### config.mk
export PLATFORM = sky130hd
export DESIGN_NAME = alu_wb_buffer_flat
export DESIGN_NICKNAME = d
export VERILOG_FILES = /design/src/rtl/alu_wb_buffer_pkg.sv /design/src/rtl/alu_wb_buffer_if.sv /design/src/rtl/alu_wb_buffer.sv /design/src/flat_wrapper.sv
export SDC_FILE = /design/constraint.sdc
export NUM_CORES = 1
export LEC_CHECK = 0
export BUFFER_PORTS_ARGS = -buffer_cell sky130_fd_sc_hd__buf_2
export CORE_MARGIN = 5
export CORE_UTILIZATION = 46
export DETAILED_ROUTE_END_ITERATION = 8
export PLACE_DENSITY = 0.77
export SYNTH_ARGS = -nofsm -noshare
export SYNTH_HDL_FRONTEND = slang
export SYNTH_SLANG_ARGS = --single-unit
### constraint.sdc
create_clock -name clk -period 2.86 [get_ports clk]
set_input_delay 0.143 -clock clk [delete_from_list [all_inputs] [get_ports clk]]
set_output_delay 0.143 -clock clk [all_outputs]
set_load 0.01 [all_outputs]
### src/rtl/alu_wb_buffer_pkg.sv
// Shared definitions for the ALU-to-writeback skid buffer:
// default widths and the record carried through each FIFO slot.
package alu_wb_buffer_pkg;

    localparam int DATA_WIDTH_DEFAULT     = 16;
    localparam int REG_ADDR_WIDTH_DEFAULT = 3;

    typedef struct packed {
        logic [DATA_WIDTH_DEFAULT-1:0]     result;
        logic                              zero;
        logic [REG_ADDR_WIDTH_DEFAULT-1:0] rd;
        logic                              we;
    } wb_entry;

endpackage

### src/rtl/alu_wb_buffer_if.sv
// Handshake bundle between the ALU stage, the buffer and the writeback stage.
// The master drives beats in and consumes the head; the slave is the buffer.
interface alu_wb_buffer_if
    import alu_wb_buffer_pkg::*;
#(
    parameter int DATA_WIDTH     = DATA_WIDTH_DEFAULT,
    parameter int REG_ADDR_WIDTH = REG_ADDR_WIDTH_DEFAULT
);

    logic                      in_valid;
    logic                      in_ready;
    logic [DATA_WIDTH-1:0]     in_result;
    logic                      in_zero;
    logic [REG_ADDR_WIDTH-1:0] in_rd;
    logic                      in_we;
    logic                      flush;
    logic                      out_valid;
    logic                      out_ready;
    logic [DATA_WIDTH-1:0]     out_result;
    logic                      out_zero;
    logic [REG_ADDR_WIDTH-1:0] out_rd;
    logic                      out_we;
    logic [1:0]                count;

    modport master (
        output in_valid, in_result, in_zero, in_rd, in_we, flush, out_ready,
        input  in_ready, out_valid, out_result, out_zero, out_rd, out_we, count
    );

    modport slave (
        input  in_valid, in_result, in_zero, in_rd, in_we, flush, out_ready,
        output in_ready, out_valid, out_result, out_zero, out_rd, out_we, count
    );

endinterface

### src/rtl/alu_wb_buffer.sv
// Two-entry FIFO between the ALU and writeback. Handshake outputs depend only on
// registered state, and the head fields come from a register so they hold when empty.
module alu_wb_buffer
    import alu_wb_buffer_pkg::*;
#(
    parameter int DATA_WIDTH     = DATA_WIDTH_DEFAULT,
    parameter int REG_ADDR_WIDTH = REG_ADDR_WIDTH_DEFAULT
)(
    input  logic            clk,
    input  logic            rst,
    alu_wb_buffer_if.slave  bus
);

    typedef struct packed {
        logic [DATA_WIDTH-1:0]     result;
        logic                      zero;
        logic [REG_ADDR_WIDTH-1:0] rd;
        logic                      we;
    } entry_t;

    entry_t     r_mem [2];
    entry_t     r_out;
    logic       r_head;
    logic       r_tail;
    logic [1:0] r_count;

    entry_t     w_inEntry;
    entry_t     w_nextOut;
    logic       w_push;
    logic       w_pop;
    logic       w_nextHead;
    logic       w_nextTail;
    logic [1:0] w_nextCount;

    assign bus.in_ready   = (r_count != 2'd2);
    assign bus.out_valid  = (r_count != 2'd0);
    assign bus.out_result = r_out.result;
    assign bus.out_zero   = r_out.zero;
    assign bus.out_rd     = r_out.rd;
    assign bus.out_we     = r_out.we;
    assign bus.count      = r_count;

    assign w_inEntry = '{result: bus.in_result, zero: bus.in_zero,
                         rd: bus.in_rd, we: bus.in_we};
    assign w_push    = bus.in_valid && bus.in_ready;
    assign w_pop     = bus.out_valid && bus.out_ready;

    // The next head may be the beat being written this cycle (empty buffer, or
    // push+pop at occupancy one), so bypass the write into the output register.
    always_comb begin
        w_nextHead  = r_head ^ w_pop;
        w_nextTail  = r_tail ^ w_push;
        w_nextCount = r_count;
        case ({w_push, w_pop})
            2'b10:   w_nextCount = r_count + 2'd1;
            2'b01:   w_nextCount = r_count - 2'd1;
            default: w_nextCount = r_count;
        endcase
        w_nextOut = r_mem[w_nextHead];
        if (w_push && (w_nextHead == r_tail)) begin
            w_nextOut = w_inEntry;
        end
    end

    always_ff @(posedge clk) begin
        if (rst) begin
            r_head  <= 1'b0;
            r_tail  <= 1'b0;
            r_count <= 2'd0;
            r_out   <= '0;
            for (int i = 0; i < 2; i++) begin
                r_mem[i] <= '0;
            end
        end else if (bus.flush) begin
            r_head  <= 1'b0;
            r_tail  <= 1'b0;
            r_count <= 2'd0;
        end else begin
            if (w_push) begin
                r_mem[r_tail] <= w_inEntry;
            end
            r_head  <= w_nextHead;
            r_tail  <= w_nextTail;
            r_count <= w_nextCount;
            if (w_nextCount != 2'd0) begin
                r_out <= w_nextOut;
            end
        end
    end

endmodule

### src/flat_wrapper.sv
// flat-port wrapper written by rule: the top's interface ports become plain ports
module alu_wb_buffer_flat import alu_wb_buffer_pkg::*;
#(
    parameter int DATA_WIDTH     = DATA_WIDTH_DEFAULT,
    parameter int REG_ADDR_WIDTH = REG_ADDR_WIDTH_DEFAULT
)
  (clk, rst, bus_in_valid, bus_in_result, bus_in_zero, bus_in_rd, bus_in_we, bus_flush, bus_out_ready, bus_in_ready, bus_out_valid, bus_out_result, bus_out_zero, bus_out_rd, bus_out_we, bus_count);
  alu_wb_buffer_if #(.DATA_WIDTH(DATA_WIDTH), .REG_ADDR_WIDTH(REG_ADDR_WIDTH)) bus_i ();
  input  logic clk;
  input  logic rst;
  input wire logic [$bits(bus_i.in_valid)-1:0] bus_in_valid;
  input wire logic [$bits(bus_i.in_result)-1:0] bus_in_result;
  input wire logic [$bits(bus_i.in_zero)-1:0] bus_in_zero;
  input wire logic [$bits(bus_i.in_rd)-1:0] bus_in_rd;
  input wire logic [$bits(bus_i.in_we)-1:0] bus_in_we;
  input wire logic [$bits(bus_i.flush)-1:0] bus_flush;
  input wire logic [$bits(bus_i.out_ready)-1:0] bus_out_ready;
  output wire logic [$bits(bus_i.in_ready)-1:0] bus_in_ready;
  output wire logic [$bits(bus_i.out_valid)-1:0] bus_out_valid;
  output wire logic [$bits(bus_i.out_result)-1:0] bus_out_result;
  output wire logic [$bits(bus_i.out_zero)-1:0] bus_out_zero;
  output wire logic [$bits(bus_i.out_rd)-1:0] bus_out_rd;
  output wire logic [$bits(bus_i.out_we)-1:0] bus_out_we;
  output wire logic [$bits(bus_i.count)-1:0] bus_count;
  assign bus_i.in_valid = bus_in_valid;
  assign bus_i.in_result = bus_in_result;
  assign bus_i.in_zero = bus_in_zero;
  assign bus_i.in_rd = bus_in_rd;
  assign bus_i.in_we = bus_in_we;
  assign bus_i.flush = bus_flush;
  assign bus_i.out_ready = bus_out_ready;
  assign bus_in_ready = bus_i.in_ready;
  assign bus_out_valid = bus_i.out_valid;
  assign bus_out_result = bus_i.out_result;
  assign bus_out_zero = bus_i.out_zero;
  assign bus_out_rd = bus_i.out_rd;
  assign bus_out_we = bus_i.out_we;
  assign bus_count = bus_i.count;
  alu_wb_buffer #(.DATA_WIDTH(DATA_WIDTH), .REG_ADDR_WIDTH(REG_ADDR_WIDTH)) u_core (.clk(clk), .rst(rst), .bus(bus_i));
endmodule
==> report_table.html, run 1 <==
<table>
<tr><th>Metric</th><th>Value</th></tr>
<tr><th colspan="2">Outcome</th></tr>
<tr><td>Result of the run</td><td>finished, final reports clean</td></tr>
<tr><th colspan="2">Setup path</th></tr>
<tr><td>Reg2Reg Launch Point</td><td>u_core.bus.count[0]$_SDFF_PP0_</td></tr>
<tr><td>Setup slack on the worst flop-to-flop path</td><td>0.37 ns</td></tr>
<tr><td>Worst Path Class, Setup</td><td>flip-flop to flip-flop</td></tr>
<tr><td>Endpoint of the worst register-to-register path</td><td>u_core.bus.out_result[5]$_SDFFE_PP0P_</td></tr>
<tr><td>R2R depth</td><td>9</td></tr>
<tr><td>Worst Path Required</td><td>3.13 ns</td></tr>
<tr><td>Type of element launching the critical path</td><td>flip-flop</td></tr>
<tr><td>CP Cell Sequence</td><td>nand2b_1 -&gt; nand2_1 -&gt; ha_1 -&gt; nand3b_1 -&gt; a21o_1 -&gt; nor3b_4 -&gt; buf_4 -&gt; o21ai_1 -&gt; o21ai_2</td></tr>
<tr><td>CP max stage delay</td><td>0.49 ns</td></tr>
<tr><td>Biggest fanout along the worst timing path</td><td>13</td></tr>
<tr><td>Critical path endpoint category</td><td>flip-flop</td></tr>
<tr><td>Slowest cell on crit path</td><td>dfxtp_1</td></tr>
<tr><td>Endpoint arrival time on the critical path</td><td>2.77 ns</td></tr>
<tr><th colspan="2">STA</th></tr>
<tr><td>Max-slew headroom at the worst pin</td><td>0.191</td></tr>
<tr><td>Setup repair after global routing missed its margin</td><td>no</td></tr>
<tr><td>Min Tclk post-route</td><td>2.49 ns</td></tr>
<tr><td>Number of pins exceeding their max-slew limit in the final report</td><td>0</td></tr>
<tr><td>Fin Setup TNS</td><td>0 ns</td></tr>
<tr><td>Post-Route Skew</td><td>0.00487 ns</td></tr>
<tr><td>Worst-Margin Slew</td><td>1.19 ns</td></tr>
<tr><td>Hold WS</td><td>0.0939 ns</td></tr>
<tr><td>Post-route clock period utilization</td><td>0.872</td></tr>
<tr><td>Number of hold violations in the final report</td><td>0</td></tr>
<tr><td>Count of final setup violators</td><td>0</td></tr>
<tr><td>Highest Clock Rate</td><td>401 MHz</td></tr>
<tr><th colspan="2">Clock network</th></tr>
<tr><td>Total CTS buffers</td><td>9</td></tr>
<tr><td>CTS tree</td><td>yes</td></tr>
<tr><td>Clock slew at the register clock pins of the worst setup and hold paths</td><td>0.07 ns</td></tr>
<tr><td>CTS HTree Levels</td><td>3</td></tr>
<tr><td>Hold buffer count at CTS</td><td>0</td></tr>
<tr><td>Number of clock sinks</td><td>67</td></tr>
<tr><td>Post-cts gate resize count</td><td>0</td></tr>
<tr><td>Post-CTS Repair Setup Buffers</td><td>0</td></tr>
<tr><td>Clock network latency to the later pin of the worst-skew pair</td><td>0.33 ns</td></tr>
<tr><td>Maximum buffer depth of the clock tree</td><td>2</td></tr>
<tr><td>CTS root buffer</td><td>clkbuf_8</td></tr>
<tr><th colspan="2">Floorplanning</th></tr>
<tr><td>Number of standard-cell rows in the floorplan</td><td>30</td></tr>
<tr><td>Die X-Extent</td><td>92.1 um</td></tr>
<tr><td>Total die area</td><td>0.00849 sq mm</td></tr>
<tr><td>Core region area</td><td>0.00668 sq mm</td></tr>
<tr><td>Die height</td><td>92.1 um</td></tr>
<tr><td>Number of primary I/O pins</td><td>51</td></tr>
<tr><td>Initial Utilization</td><td>0.464</td></tr>
<tr><th colspan="2">Yosys</th></tr>
<tr><td>Synth Warn #</td><td>0</td></tr>
<tr><td>Synthesized flop and latch total</td><td>67</td></tr>
<tr><td>Average size of a mapped cell</td><td>12.0 sq um</td></tr>
<tr><td>Sequential element share of the synthesized area</td><td>0.568</td></tr>
<tr><td>Number of standard cells after synthesis</td><td>258</td></tr>
<tr><td>Largest area contributor in the netlist</td><td>edfxtp_1</td></tr>
<tr><td>Syn Nets</td><td>285</td></tr>
<tr><td>Top-area cell type share of the netlist area</td><td>0.407</td></tr>
<tr><td>Area of the mapped netlist</td><td>0.00310 sq mm</td></tr>
<tr><td>Synth unique cells</td><td>31</td></tr>
<tr><td>Main area contributors after synthesis</td><td>edfxtp_1, dfxtp_1, and2_1, mux2i_1, and2_4</td></tr>
<tr><th colspan="2">GRT</th></tr>
<tr><td>Initial antenna violation count</td><td>0</td></tr>
<tr><td>GR Overflow Total</td><td>0</td></tr>
<tr><td>Maximum number of pins on one net before global-route repair</td><td>43</td></tr>
<tr><td>Aggregate global-route resource usage</td><td>0.152</td></tr>
<tr><td>Vias in the first global route</td><td>2026</td></tr>
<tr><td>First-pass GRT wire length</td><td>9.83 mm</td></tr>
<tr><th colspan="2">Finish</th></tr>
<tr><td>Commonest cells after routing, fill and taps aside</td><td>buf_2, and2_1, edfxtp_1</td></tr>
<tr><td>Final antenna diode count</td><td>0</td></tr>
<tr><td>Fraction of layout instances using a drive strength above 1</td><td>0.372</td></tr>
<tr><td>Most frequent standard cell in the layout excluding fill and tap cells</td><td>buf_2</td></tr>
<tr><td>Final std cell area, no fill</td><td>0.00362 sq mm</td></tr>
<tr><td>Post-layout instance count excluding filler cells</td><td>397</td></tr>
<tr><td>Filler Cells Inserted</td><td>591</td></tr>
<tr><td>Nets@finish</td><td>339</td></tr>
<tr><td>Area delta synth-&gt;final</td><td>16.7%</td></tr>
<tr><th colspan="2">Route</th></tr>
<tr><td>Final ANT Viol Nets</td><td>0</td></tr>
<tr><td>Pre-antenna DRT Iters</td><td>4</td></tr>
<tr><td>Wire length reported by the detailed router</td><td>5.88 mm</td></tr>
<tr><td>DRC viols</td><td>0</td></tr>
<tr><td>Post-detailed-route via-to-cell ratio</td><td>4.98</td></tr>
<tr><td>Final routed wire length divided by cell count</td><td>14.8 um</td></tr>
<tr><td>Via count</td><td>1979</td></tr>
<tr><td>Drt first-iter violations</td><td>78</td></tr>
<tr><th colspan="2">Min path</th></tr>
<tr><td>Capture endpoint of the worst hold path</td><td>u_core.bus.out_we$_SDFFE_PP0P_</td></tr>
<tr><td>Path category of the worst min-delay check</td><td>input port to flip-flop</td></tr>
<tr><td>Hold-critical path depth</td><td>3</td></tr>
<tr><td>Startpoint of the most critical hold path</td><td>bus_in_we</td></tr>
<tr><th colspan="2">Place</th></tr>
<tr><td>HPWL after detailed placement</td><td>3.89 mm</td></tr>
<tr><td>Global placer's final weighted congestion</td><td>0.704</td></tr>
<tr><td>Number of placed instances with taps included</td><td>381</td></tr>
<tr><td>Count of input and output buffers</td><td>50</td></tr>
<tr><td>Instance area after placement</td><td>0.00343 sq mm</td></tr>
<tr><th colspan="2">Power</th></tr>
<tr><td>Share of power burned in registers</td><td>0.527</td></tr>
<tr><td>Share of power burned in combinational logic</td><td>0.135</td></tr>
<tr><td>Clock Power Share</td><td>0.337</td></tr>
<tr><td>Static Leakage</td><td>0.00160 uW</td></tr>
<tr><td>Switching component of the power</td><td>517 uW</td></tr>
<tr><td>Sw Ratio</td><td>0.247</td></tr>
<tr><td>Internal Dissipation</td><td>1580 uW</td></tr>
<tr><td>IR Drop Worst-Case VDD</td><td>288 uV</td></tr>
<tr><td>Power density over the cells</td><td>579 mW/mm^2</td></tr>
<tr><th colspan="2">Flow run</th></tr>
<tr><td>Number of maximum-capacitance violations</td><td>0</td></tr>
</table>
[power by group through the flow]
stage	combinational (uW)	clock, uW	sequential, uW
floorplan	190	0	1130
global placement	282	0	1120
detailed placement	286	0	1130
CTS	287	724	1110
global route	312	768	1110
finish	284	707	1110
[worst max path at each step]
stage                                              start                                      to  slack [ns]
after global placement    u_core.bus.count[0]$_SDFF_PP0_  u_core.bus.out_result[12]$_SDFFE_PP0P_        0.34
after detailed placement  u_core.bus.count[0]$_SDFF_PP0_   u_core.bus.out_result[5]$_SDFFE_PP0P_        0.26
after global routing      u_core.bus.count[1]$_SDFF_PP0_  u_core.bus.out_result[11]$_SDFFE_PP0P_        0.14
after CTS                 u_core.bus.count[0]$_SDFF_PP0_   u_core.bus.out_result[5]$_SDFFE_PP0P_        0.24
final                     u_core.bus.count[0]$_SDFF_PP0_   u_core.bus.out_result[5]$_SDFFE_PP0P_        0.37
after floorplan           u_core.bus.count[0]$_SDFF_PP0_       u_core.bus.out_rd[0]$_SDFFE_PP0P_        0.69
[worst max-delay path, delay by kind of cell (launching register included)]
family | cells | cell delay (ns)
AO/OA/AOI/OAI | 3 | 0.41
flip-flops | 1 | 0.49
AND/OR/NAND/NOR | 4 | 0.87
adder cells (fa/ha/maj) | 1 | 0.38
buffers and inverters | 1 | 0.28
[sequential cells by signal, summed over array words and instances, names as in the netlist]
| name | cells |
|---|---|
| u_core.bus.count | 2 |
| u_core.bus.out_rd | 3 |
| u_core.bus.out_result | 16 |
| u_core.bus.out_we | 1 |
| u_core.bus.out_zero | 1 |
| u_core.r_head | 1 |
| u_core.r_mem | 42 |
| u_core.r_tail | 1 |
[logic make-up after synthesis]
kind of cell	count (synthesis)	share of synthesized area
simple gates	102	0.204
buf+inv	15	0.0286
fa+ha+maj	1	0.00403
flops	67	0.568
xor+xnor	4	0.0173
mux	22	0.0750
compound gates	47	0.103
[per-stage QoR]
| stage | power (uW) | setup slack (ns) | utilization |
|---|---|---|---|
| after floorplan | 1320 | 0.689 | - |
| after global placement | 1410 | 0.338 | 0.514 |
| after detailed placement | 1410 | 0.258 | 0.514 |
| after CTS | 2120 | 0.236 | 0.541 |
| after global routing | 2190 | 0.141 | 0.542 |
| final | 2100 | 0.366 | 0.542 |
[metal layers]
metal  global-route usage  wire length, um
met5                    0                0
met1                0.180             2540
met2                0.252             2970
met4               0.0668              110
met3               0.0484              264
[layout make-up]
class	count	area, sq um	share of cell area
Sequential cell	67	1760	0.487
Multi-Input combinational cell	176	1270	0.350
Timing Repair Buffer	58	310	0.0858
Clock buffer	12	155	0.0429
Tap cell	80	100	0.0277
Clock inverter	4	25.0	0.00692
[cells in the mapped netlist]
library cell / number
mux2i_4: 1
o21a_4: 1
o21ai_0: 1
a21o_1: 1
edfxtp_1: 42
buf_4: 2
xnor2_4: 1
dfxtp_1: 25
ha_1: 1
and4bb_1: 1
and2_1: 44
or2_1: 2
buf_6: 3
xor2_1: 2
and2_4: 19
a21oi_1: 2
nand2b_1: 2
buf_2: 2
or2_2: 2
or3_1: 1
nor2_1: 5
clkbuf_1: 8
o21ai_2: 19
and4_1: 1
o21ai_1: 23
nand3b_1: 1
nand2_1: 22
nor3b_1: 1
and4b_1: 1
mux2i_1: 21
xnor2_1: 1
(Power assumes the default switching activity.)
==> run 2, diff against run 1 <==
Settings changed: CTS_BUF_LIST set to sky130_fd_sc_hd__clkbuf_4.
Clock period 2.86 ns to 2.3 ns, I/O delays scaled along.
==> run 2 against run 1 <==
Against the previous run: die area is the same; final cell count up 2.8%; non-clock buffer count rose by 12; largest cell class unchanged; critical path depth shrank 1; clock skew up 0.0094 ns; critical endpoint is now u_core.bus.out_result[15]$_SDFFE_PP0P_; design area rose by 2.4%; clock power is 7.9% lower; combinational power is 38% higher; maximum frequency is 19% higher.
==> report_table.html, run 2 (synthesized netlist as in run 1, its figures left out) <==
<table>
<tr><th>Metric</th><th>Value</th></tr>
<tr><th colspan="2">Finish</th></tr>
<tr><td>Storage element area</td><td>0.00176 sq mm (unchanged)</td></tr>
<tr><td>Final antenna diode count</td><td>0 (unchanged)</td></tr>
<tr><td>Fraction of layout instances using a drive strength above 1</td><td>0.375 (+0.00276)</td></tr>
<tr><td>Largest reg by FF count</td><td>u_core.r_mem</td></tr>
<tr><td>Most frequent standard cell in the layout excluding fill and tap cells</td><td>buf_2</td></tr>
<tr><td>Area delta synth-&gt;final</td><td>19.4%</td></tr>
<tr><td>Filler Cells Inserted</td><td>587 (-0.68%)</td></tr>
<tr><td>Nets@finish</td><td>351 (+3.5%)</td></tr>
<tr><td>Commonest cells after routing, fill and taps aside</td><td>buf_2, and2_1, edfxtp_1</td></tr>
<tr><td>Number of flip-flops under the largest register name</td><td>42 (unchanged)</td></tr>
<tr><td>Footprint of the multi-input gates</td><td>0.00127 sq mm (unchanged)</td></tr>
<tr><th colspan="2">Route</th></tr>
<tr><td>DRC viols</td><td>0 (unchanged)</td></tr>
<tr><td>Post-detailed-route via-to-cell ratio</td><td>5.02 (+0.75%)</td></tr>
<tr><td>Drt first-iter violations</td><td>66 (-15%)</td></tr>
<tr><td>Pre-antenna DRT Iters</td><td>4 (unchanged)</td></tr>
<tr><td>Wire length reported by the detailed router</td><td>6.12 mm (+4.0%)</td></tr>
<tr><td>Final ANT Viol Nets</td><td>0 (unchanged)</td></tr>
<tr><td>Final routed wire length divided by cell count</td><td>15.0 um (+1.2%)</td></tr>
<tr><td>Via count</td><td>2049 (+3.5%)</td></tr>
<tr><th colspan="2">Setup path</th></tr>
<tr><td>Slowest cell on crit path</td><td>dfxtp_1</td></tr>
<tr><td>Type of element launching the critical path</td><td>flip-flop</td></tr>
<tr><td>Biggest fanout along the worst timing path</td><td>15 (+2)</td></tr>
<tr><td>Critical path endpoint category</td><td>flip-flop</td></tr>
<tr><td>Worst Path Class, Setup</td><td>flip-flop to flip-flop</td></tr>
<tr><td>CP Cell Sequence</td><td>o21a_4 -&gt; ha_1 -&gt; nand3b_1 -&gt; a21o_1 -&gt; nor3b_4 -&gt; buf_12 -&gt; o21ai_1 -&gt; o21ai_2</td></tr>
<tr><td>CP max stage delay</td><td>0.39 ns (-0.10 ns)</td></tr>
<tr><td>Worst Path Required</td><td>2.65 ns (-0.48 ns)</td></tr>
<tr><td>Endpoint arrival time on the critical path</td><td>2.45 ns (-0.32 ns)</td></tr>
<tr><th colspan="2">STA</th></tr>
<tr><td>Number of pins exceeding their max-slew limit in the final report</td><td>0 (unchanged)</td></tr>
<tr><td>Number of hold violations in the final report</td><td>0 (unchanged)</td></tr>
<tr><td>Min Tclk post-route</td><td>2.10 ns (-0.394 ns)</td></tr>
<tr><td>Worst-Margin Slew</td><td>0.547 ns (-0.642 ns)</td></tr>
<tr><td>Max-slew headroom at the worst pin</td><td>0.635 (+0.445)</td></tr>
<tr><td>Highest Clock Rate</td><td>476 MHz (+19%)</td></tr>
<tr><td>Count of final setup violators</td><td>0 (unchanged)</td></tr>
<tr><td>Hold WS</td><td>0.00672 ns (-0.0872 ns)</td></tr>
<tr><td>Worst setup margin</td><td>0.200 ns (-0.166 ns)</td></tr>
<tr><td>Post-route clock period utilization</td><td>0.913 (+0.0409)</td></tr>
<tr><td>Post-Route Skew</td><td>0.0143 ns (+0.00940 ns)</td></tr>
<tr><th colspan="2">Floorplanning</th></tr>
<tr><td>Die X-Extent</td><td>92.1 um (unchanged)</td></tr>
<tr><td>Core region area</td><td>0.00668 sq mm (unchanged)</td></tr>
<tr><td>Initial Utilization</td><td>0.464 (unchanged)</td></tr>
<tr><td>Number of primary I/O pins</td><td>51 (unchanged)</td></tr>
<tr><td>Total die area</td><td>0.00849 sq mm (unchanged)</td></tr>
<tr><td>Die height</td><td>92.1 um (unchanged)</td></tr>
<tr><td>Number of standard-cell rows in the floorplan</td><td>30 (unchanged)</td></tr>
<tr><th colspan="2">GRT</th></tr>
<tr><td>First-pass GRT wire length</td><td>9.79 mm (-0.35%)</td></tr>
<tr><td>Maximum number of pins on one net before global-route repair</td><td>33 (-23%)</td></tr>
<tr><td>GR Overflow Total</td><td>0 (unchanged)</td></tr>
<tr><td>Vias in the first global route</td><td>2056 (+1.5%)</td></tr>
<tr><td>Aggregate global-route resource usage</td><td>0.151 (-0.000497)</td></tr>
<tr><td>Initial antenna violation count</td><td>0 (unchanged)</td></tr>
<tr><th colspan="2">Place</th></tr>
<tr><td>Pre-CTS setup slack</td><td>0.0683 ns (-0.190 ns)</td></tr>
<tr><td>HPWL after detailed placement</td><td>4.08 mm (+4.9%)</td></tr>
<tr><td>Global placer's final weighted congestion</td><td>0.716 (+1.6%)</td></tr>
<tr><td>Count of input and output buffers</td><td>50 (unchanged)</td></tr>
<tr><th colspan="2">Clock network</th></tr>
<tr><td>Post-CTS Repair Setup Buffers</td><td>0 (unchanged)</td></tr>
<tr><td>CTS root buffer</td><td>clkbuf_4</td></tr>
<tr><td>CTS tree</td><td>yes</td></tr>
<tr><td>Clock slew at the register clock pins of the worst setup and hold paths</td><td>0.11 ns (+0.04 ns)</td></tr>
<tr><td>Number of clock sinks</td><td>67 (unchanged)</td></tr>
<tr><td>Total CTS buffers</td><td>9 (unchanged)</td></tr>
<tr><td>Maximum buffer depth of the clock tree</td><td>2 (unchanged)</td></tr>
<tr><td>Clock network latency to the later pin of the worst-skew pair</td><td>0.40 ns (+0.07 ns)</td></tr>
<tr><td>CTS HTree Levels</td><td>3 (unchanged)</td></tr>
<tr><th colspan="2">Flow run</th></tr>
<tr><td>Number of maximum-capacitance violations</td><td>0 (unchanged)</td></tr>
<tr><th colspan="2">Min path</th></tr>
<tr><td>Path category of the worst min-delay check</td><td>input port to flip-flop</td></tr>
<tr><th colspan="2">Power</th></tr>
<tr><td>Static Leakage</td><td>0.00164 uW (+2.8%)</td></tr>
<tr><td>IR Drop Worst-Case VDD</td><td>309 uV (+7.2%)</td></tr>
<tr><td>Power density over the cells</td><td>651 mW/mm^2 (+12%)</td></tr>
<tr><th colspan="2">Outcome</th></tr>
<tr><td>Result of the run</td><td>finished, final reports clean</td></tr>
</table>
==> run 2: final cells by class <==
class / count / share of cell area
sequential: 67 / 0.476
multi-input combinational: 176 / 0.342
timing repair buffer: 70 / 0.126
tap: 80 / 0.0270
clock buffer: 12 / 0.0243
clock inverter: 3 / 0.00473
==> run 2: path summary, 6_finish.rpt <==
path	startpoint	end	slack (ns)	depth (start not counted)
hold / removal	bus_in_result[11]	u_core.bus.out_result[11]$_SDFFE_PP0P_	0.007	3
setup reg to reg	u_core.bus.count[1]$_SDFF_PP0_	u_core.bus.out_result[15]$_SDFFE_PP0P_	0.20	8
setup / recovery	u_core.bus.count[1]$_SDFF_PP0_	u_core.bus.out_result[15]$_SDFFE_PP0P_	0.20	8
hold reg to reg	u_core.bus.out_result[3]$_SDFFE_PP0P_	u_core.bus.out_result[3]$_SDFFE_PP0P_	0.45	2
==> run 2: routing by layer <==
metal,GRT usage,vias up,part of all wire
met2,0.261,36,0.50
li1,-,1025,-
met5,0,-,0
met3,0.0459,8,0.042
met1,0.177,980,0.44
met4,0.0557,0,0.014
==> run 2: stage by stage <==
stage / total power, uW / util / cells / instance area [sq um] / setup TNS (ns)
after global placement: 1770 / 0.527 / 386 / 3520 / 0
after floorplan: 1650 / - / 258 / 3100 / 0
after detailed placement: 1780 / 0.527 / 386 / 3520 / 0
after CTS: 2430 / 0.549 / 405 / 3670 / 0
after global routing: 2530 / 0.554 / 408 / 3700 / -0.0111
final: 2410 / 0.554 / 408 / 3700 / 0
==> run 2: worst max-delay path, delay by kind of cell (launching register included) <==
family	cells	cell delay, ns
fa+ha+maj	1	0.35
flops	1	0.39
compound gates	4	0.62
buf+inv	1	0.19
simple gates	2	0.49
==> run 2: timing repair <==
action                                  in CTS  in global routing
gates resized for setup                      0                  1
hold buffers                                 4                  3
endpoints found under the hold margin        5                  8
endpoints found under the setup margin       0                 16
==> run 2: power breakdown <==
group	switching [uW]	internal, uW
logic	191	199
clock network	400	250
registers	26.3	1340
total	618	1790
==> run 3, diff against run 2 <==
Settings changed: PLACE_DENSITY 0.77 to 0.8.
Clock period 2.3 ns to 1.9 ns, I/O delays scaled along.
==> run 3 against run 2 <==
Against the previous run: the run now ends with setup timing left; power increased by 32%; clock power rose by 44%; die area unchanged; largest cell class unchanged; sequential share of layout area fell by 4.8 points; clock skew grew 0.0014 ns; worst hold slack improved by 0.020 ns; design area up 11%; global-route usage is 1.5 points higher.
==> report_table.html, run 3 (synthesized netlist as in run 1, its figures left out) <==
<table>
<tr><th>Metric</th><th>Value</th></tr>
<tr><th colspan="2">Outcome</th></tr>
<tr><td>Result of the run</td><td>complete, but fails checks</td></tr>
<tr><td>Failing checks</td><td>setup timing</td></tr>
<tr><th colspan="2">Setup path</th></tr>
<tr><td>CP Cell Sequence</td><td>nand2b_4 -&gt; nand2_4 -&gt; ha_4 -&gt; and4bb_1 -&gt; nor2_1 -&gt; a21oi_4 -&gt; clkbuf_16 -&gt; nand2_1 -&gt; o21ai_1</td></tr>
<tr><td>CP max stage delay</td><td>0.36 ns (-0.03 ns)</td></tr>
<tr><td>Critical path endpoint category</td><td>flip-flop</td></tr>
<tr><td>Crit-path leading delay family</td><td>simple AND/OR/NAND/NOR gates</td></tr>
<tr><td>Type of element launching the critical path</td><td>flip-flop</td></tr>
<tr><td>Slowest cell on crit path</td><td>dfxtp_2</td></tr>
<tr><td>Endpoint arrival time on the critical path</td><td>2.31 ns (-0.14 ns)</td></tr>
<tr><td>Biggest fanout along the worst timing path</td><td>10 (-5)</td></tr>
<tr><td>Worst Path Required</td><td>2.23 ns (-0.42 ns)</td></tr>
<tr><td>WP buf/inv</td><td>1 (unchanged)</td></tr>
<tr><td>Worst Path Class, Setup</td><td>flip-flop to flip-flop</td></tr>
<tr><th colspan="2">GRT</th></tr>
<tr><td>Maximum number of pins on one net before global-route repair</td><td>43 (+30%)</td></tr>
<tr><td>Vias in the first global route</td><td>2311 (+12%)</td></tr>
<tr><td>Initial antenna violation count</td><td>0 (unchanged)</td></tr>
<tr><td>GR Overflow Total</td><td>0 (unchanged)</td></tr>
<tr><td>First-pass GRT wire length</td><td>10.9 mm (+11%)</td></tr>
<tr><td>Aggregate global-route resource usage</td><td>0.166 (+0.0152)</td></tr>
<tr><th colspan="2">Place</th></tr>
<tr><td>Pre-CTS setup slack</td><td>0.0285 ns (-0.0398 ns)</td></tr>
<tr><td>Count of input and output buffers</td><td>50 (unchanged)</td></tr>
<tr><td>Global placer's final weighted congestion</td><td>0.859 (+20%)</td></tr>
<tr><td>HPWL after detailed placement</td><td>4.03 mm (-1.3%)</td></tr>
<tr><th colspan="2">Finish</th></tr>
<tr><td>Most frequent standard cell in the layout excluding fill and tap cells</td><td>buf_2</td></tr>
<tr><td>Nets@finish</td><td>374 (+6.6%)</td></tr>
<tr><td>Area delta synth-&gt;final</td><td>33.1%</td></tr>
<tr><td>Fraction of layout instances using a drive strength above 1</td><td>0.435 (+0.0597)</td></tr>
<tr><td>Filler Cells Inserted</td><td>516 (-12%)</td></tr>
<tr><td>Commonest cells after routing, fill and taps aside</td><td>buf_2, and2_1, edfxtp_1</td></tr>
<tr><td>Number of flip-flops under the largest register name</td><td>42 (unchanged)</td></tr>
<tr><td>Largest reg by FF count</td><td>u_core.r_mem</td></tr>
<tr><td>Final antenna diode count</td><td>0 (unchanged)</td></tr>
<tr><th colspan="2">Floorplanning</th></tr>
<tr><td>Total die area</td><td>0.00849 sq mm (unchanged)</td></tr>
<tr><td>Initial Utilization</td><td>0.464 (unchanged)</td></tr>
<tr><td>Die height</td><td>92.1 um (unchanged)</td></tr>
<tr><td>Core region area</td><td>0.00668 sq mm (unchanged)</td></tr>
<tr><td>Number of primary I/O pins</td><td>51 (unchanged)</td></tr>
<tr><td>Die X-Extent</td><td>92.1 um (unchanged)</td></tr>
<tr><td>Number of standard-cell rows in the floorplan</td><td>30 (unchanged)</td></tr>
<tr><th colspan="2">STA</th></tr>
<tr><td>Worst-Margin Slew</td><td>0.562 ns (+0.0151 ns)</td></tr>
<tr><td>Worst setup margin</td><td>-0.0775 ns (-0.278 ns)</td></tr>
<tr><td>Setup repair after global routing missed its margin</td><td>yes</td></tr>
<tr><td>Hold WS</td><td>0.0270 ns (+0.0202 ns)</td></tr>
<tr><td>Number of hold violations in the final report</td><td>0 (unchanged)</td></tr>
<tr><td>Min Tclk post-route</td><td>1.98 ns (-0.122 ns)</td></tr>
<tr><td>Highest Clock Rate</td><td>506 MHz (+6.2%)</td></tr>
<tr><td>Post-route clock period utilization</td><td>1.04 (+0.128)</td></tr>
<tr><td>Number of pins exceeding their max-slew limit in the final report</td><td>0 (unchanged)</td></tr>
<tr><td>Post-Route Skew</td><td>0.0157 ns (+0.00142 ns)</td></tr>
<tr><td>Count of final setup violators</td><td>21 (+21)</td></tr>
<tr><td>Max-slew headroom at the worst pin</td><td>0.625 (-0.0101)</td></tr>
<tr><th colspan="2">Route</th></tr>
<tr><td>DRC viols</td><td>0 (unchanged)</td></tr>
<tr><td>Pre-antenna DRT Iters</td><td>4 (unchanged)</td></tr>
<tr><td>Post-detailed-route via-to-cell ratio</td><td>5.19 (+3.3%)</td></tr>
<tr><td>Drt first-iter violations</td><td>205 (+210%)</td></tr>
<tr><td>Final ANT Viol Nets</td><td>0 (unchanged)</td></tr>
<tr><td>Final routed wire length divided by cell count</td><td>16.5 um (+10%)</td></tr>
<tr><td>Via count</td><td>2242 (+9.4%)</td></tr>
<tr><td>Wire length reported by the detailed router</td><td>7.12 mm (+16%)</td></tr>
<tr><th colspan="2">Clock network</th></tr>
<tr><td>Clock slew at the register clock pins of the worst setup and hold paths</td><td>0.12 ns (about the same)</td></tr>
<tr><td>CTS root buffer</td><td>clkbuf_4</td></tr>
<tr><td>CTS HTree Levels</td><td>3 (unchanged)</td></tr>
<tr><td>Total CTS buffers</td><td>9 (unchanged)</td></tr>
<tr><td>CTS tree</td><td>yes</td></tr>
<tr><td>Number of clock sinks</td><td>67 (unchanged)</td></tr>
<tr><td>Clock network latency to the later pin of the worst-skew pair</td><td>0.40 ns (about the same)</td></tr>
<tr><td>Maximum buffer depth of the clock tree</td><td>2 (unchanged)</td></tr>
<tr><th colspan="2">Power</th></tr>
<tr><td>Power density over the cells</td><td>772 mW/mm^2 (+19%)</td></tr>
<tr><td>IR Drop Worst-Case VDD</td><td>368 uV (+19%)</td></tr>
<tr><td>Static Leakage</td><td>0.00186 uW (+13%)</td></tr>
<tr><th colspan="2">Min path</th></tr>
<tr><td>Path category of the worst min-delay check</td><td>input port to flip-flop</td></tr>
<tr><th colspan="2">Flow run</th></tr>
<tr><td>Number of maximum-capacitance violations</td><td>0 (unchanged)</td></tr>
</table>
-- run 3: changes by cell type in the layout (fill, tap and decap cells not counted), sizes merged --
| cell | previous run | this run |
|---|---|---|
| buf | 63 | 70 |
| bufinv | 0 | 1 |
| clkinvlp | 1 | 3 |
| dlygate4sd3 | 7 | 20 |
| clkbuf | 12 | 13 |
-- run 3: worst paths after layout --
| check | start | endpoint | slack (ns) | cells after the start |
|---|---|---|---|---|
| worst max-delay path | u_core.bus.count[0]$_SDFF_PP0_ | u_core.bus.out_result[3]$_SDFFE_PP0P_ | -0.08 | 9 |
| worst min-delay path | bus_in_result[10] | u_core.r_mem[1][15]$_SDFFCE_PN0P_ | 0.03 | 2 |
| worst max register to register | u_core.bus.count[0]$_SDFF_PP0_ | u_core.bus.out_result[3]$_SDFFE_PP0P_ | -0.08 | 9 |
| worst min register to register | u_core.bus.out_rd[0]$_SDFFE_PP0P_ | u_core.bus.out_rd[0]$_SDFFE_PP0P_ | 0.46 | 2 |
-- run 3: layout make-up --
class	count	area [sq um]	area share
Sequential cell	67	1770	0.428
Multi-Input combinational cell	176	1380	0.333
Clock buffer	10	75.1	0.0182
Tap cell	80	100	0.0242
Timing Repair Buffer	93	744	0.180
Clock inverter	6	66.3	0.0161
-- run 3: stage by stage --
stage | power (uW) | instances | util | instance area (sq um) | setup TNS (ns)
floorplan | 2000 | 258 | - | 3150 | 0
global placement | 2140 | 385 | 0.529 | 3530 | 0
detailed placement | 2160 | 385 | 0.529 | 3530 | 0
CTS | 3130 | 425 | 0.590 | 3940 | 0
global route | 3330 | 432 | 0.618 | 4130 | -2.67
finish | 3190 | 432 | 0.618 | 4130 | -1.13
-- run 3: report_power, final --
group	switching (uW)	internal, uW	total [uW]
Clock	523	415	938
Combinational	275	308	582
Sequential	38.8	1630	1670
Total	836	2350	3190
-- run 3: worst register-to-register path, stage by stage (launching register included) --
cell       delay, ns
dfxtp_2         0.36
nand2b_4        0.15
nand2_4         0.06
ha_4            0.25
and4bb_1        0.35
nor2_1          0.10
a21oi_4         0.30
clkbuf_16       0.23
nand2_1         0.05
o21ai_1         0.06
-- run 3: layer usage --
layer	GRT usage	share of wire
met3	0.0386	0.041
met1	0.189	0.41
met4	0.0829	0.022
met2	0.292	0.53
met5	0	0
-- run 3: timing repair --
item,CTS,global route
pin swaps,2,9
setup endpoints to repair,8,21
resized for setup,3,28
buffers inserted,3,5
hold buffers,20,0
cloned,1,3
endpoints found under the hold margin,43,0
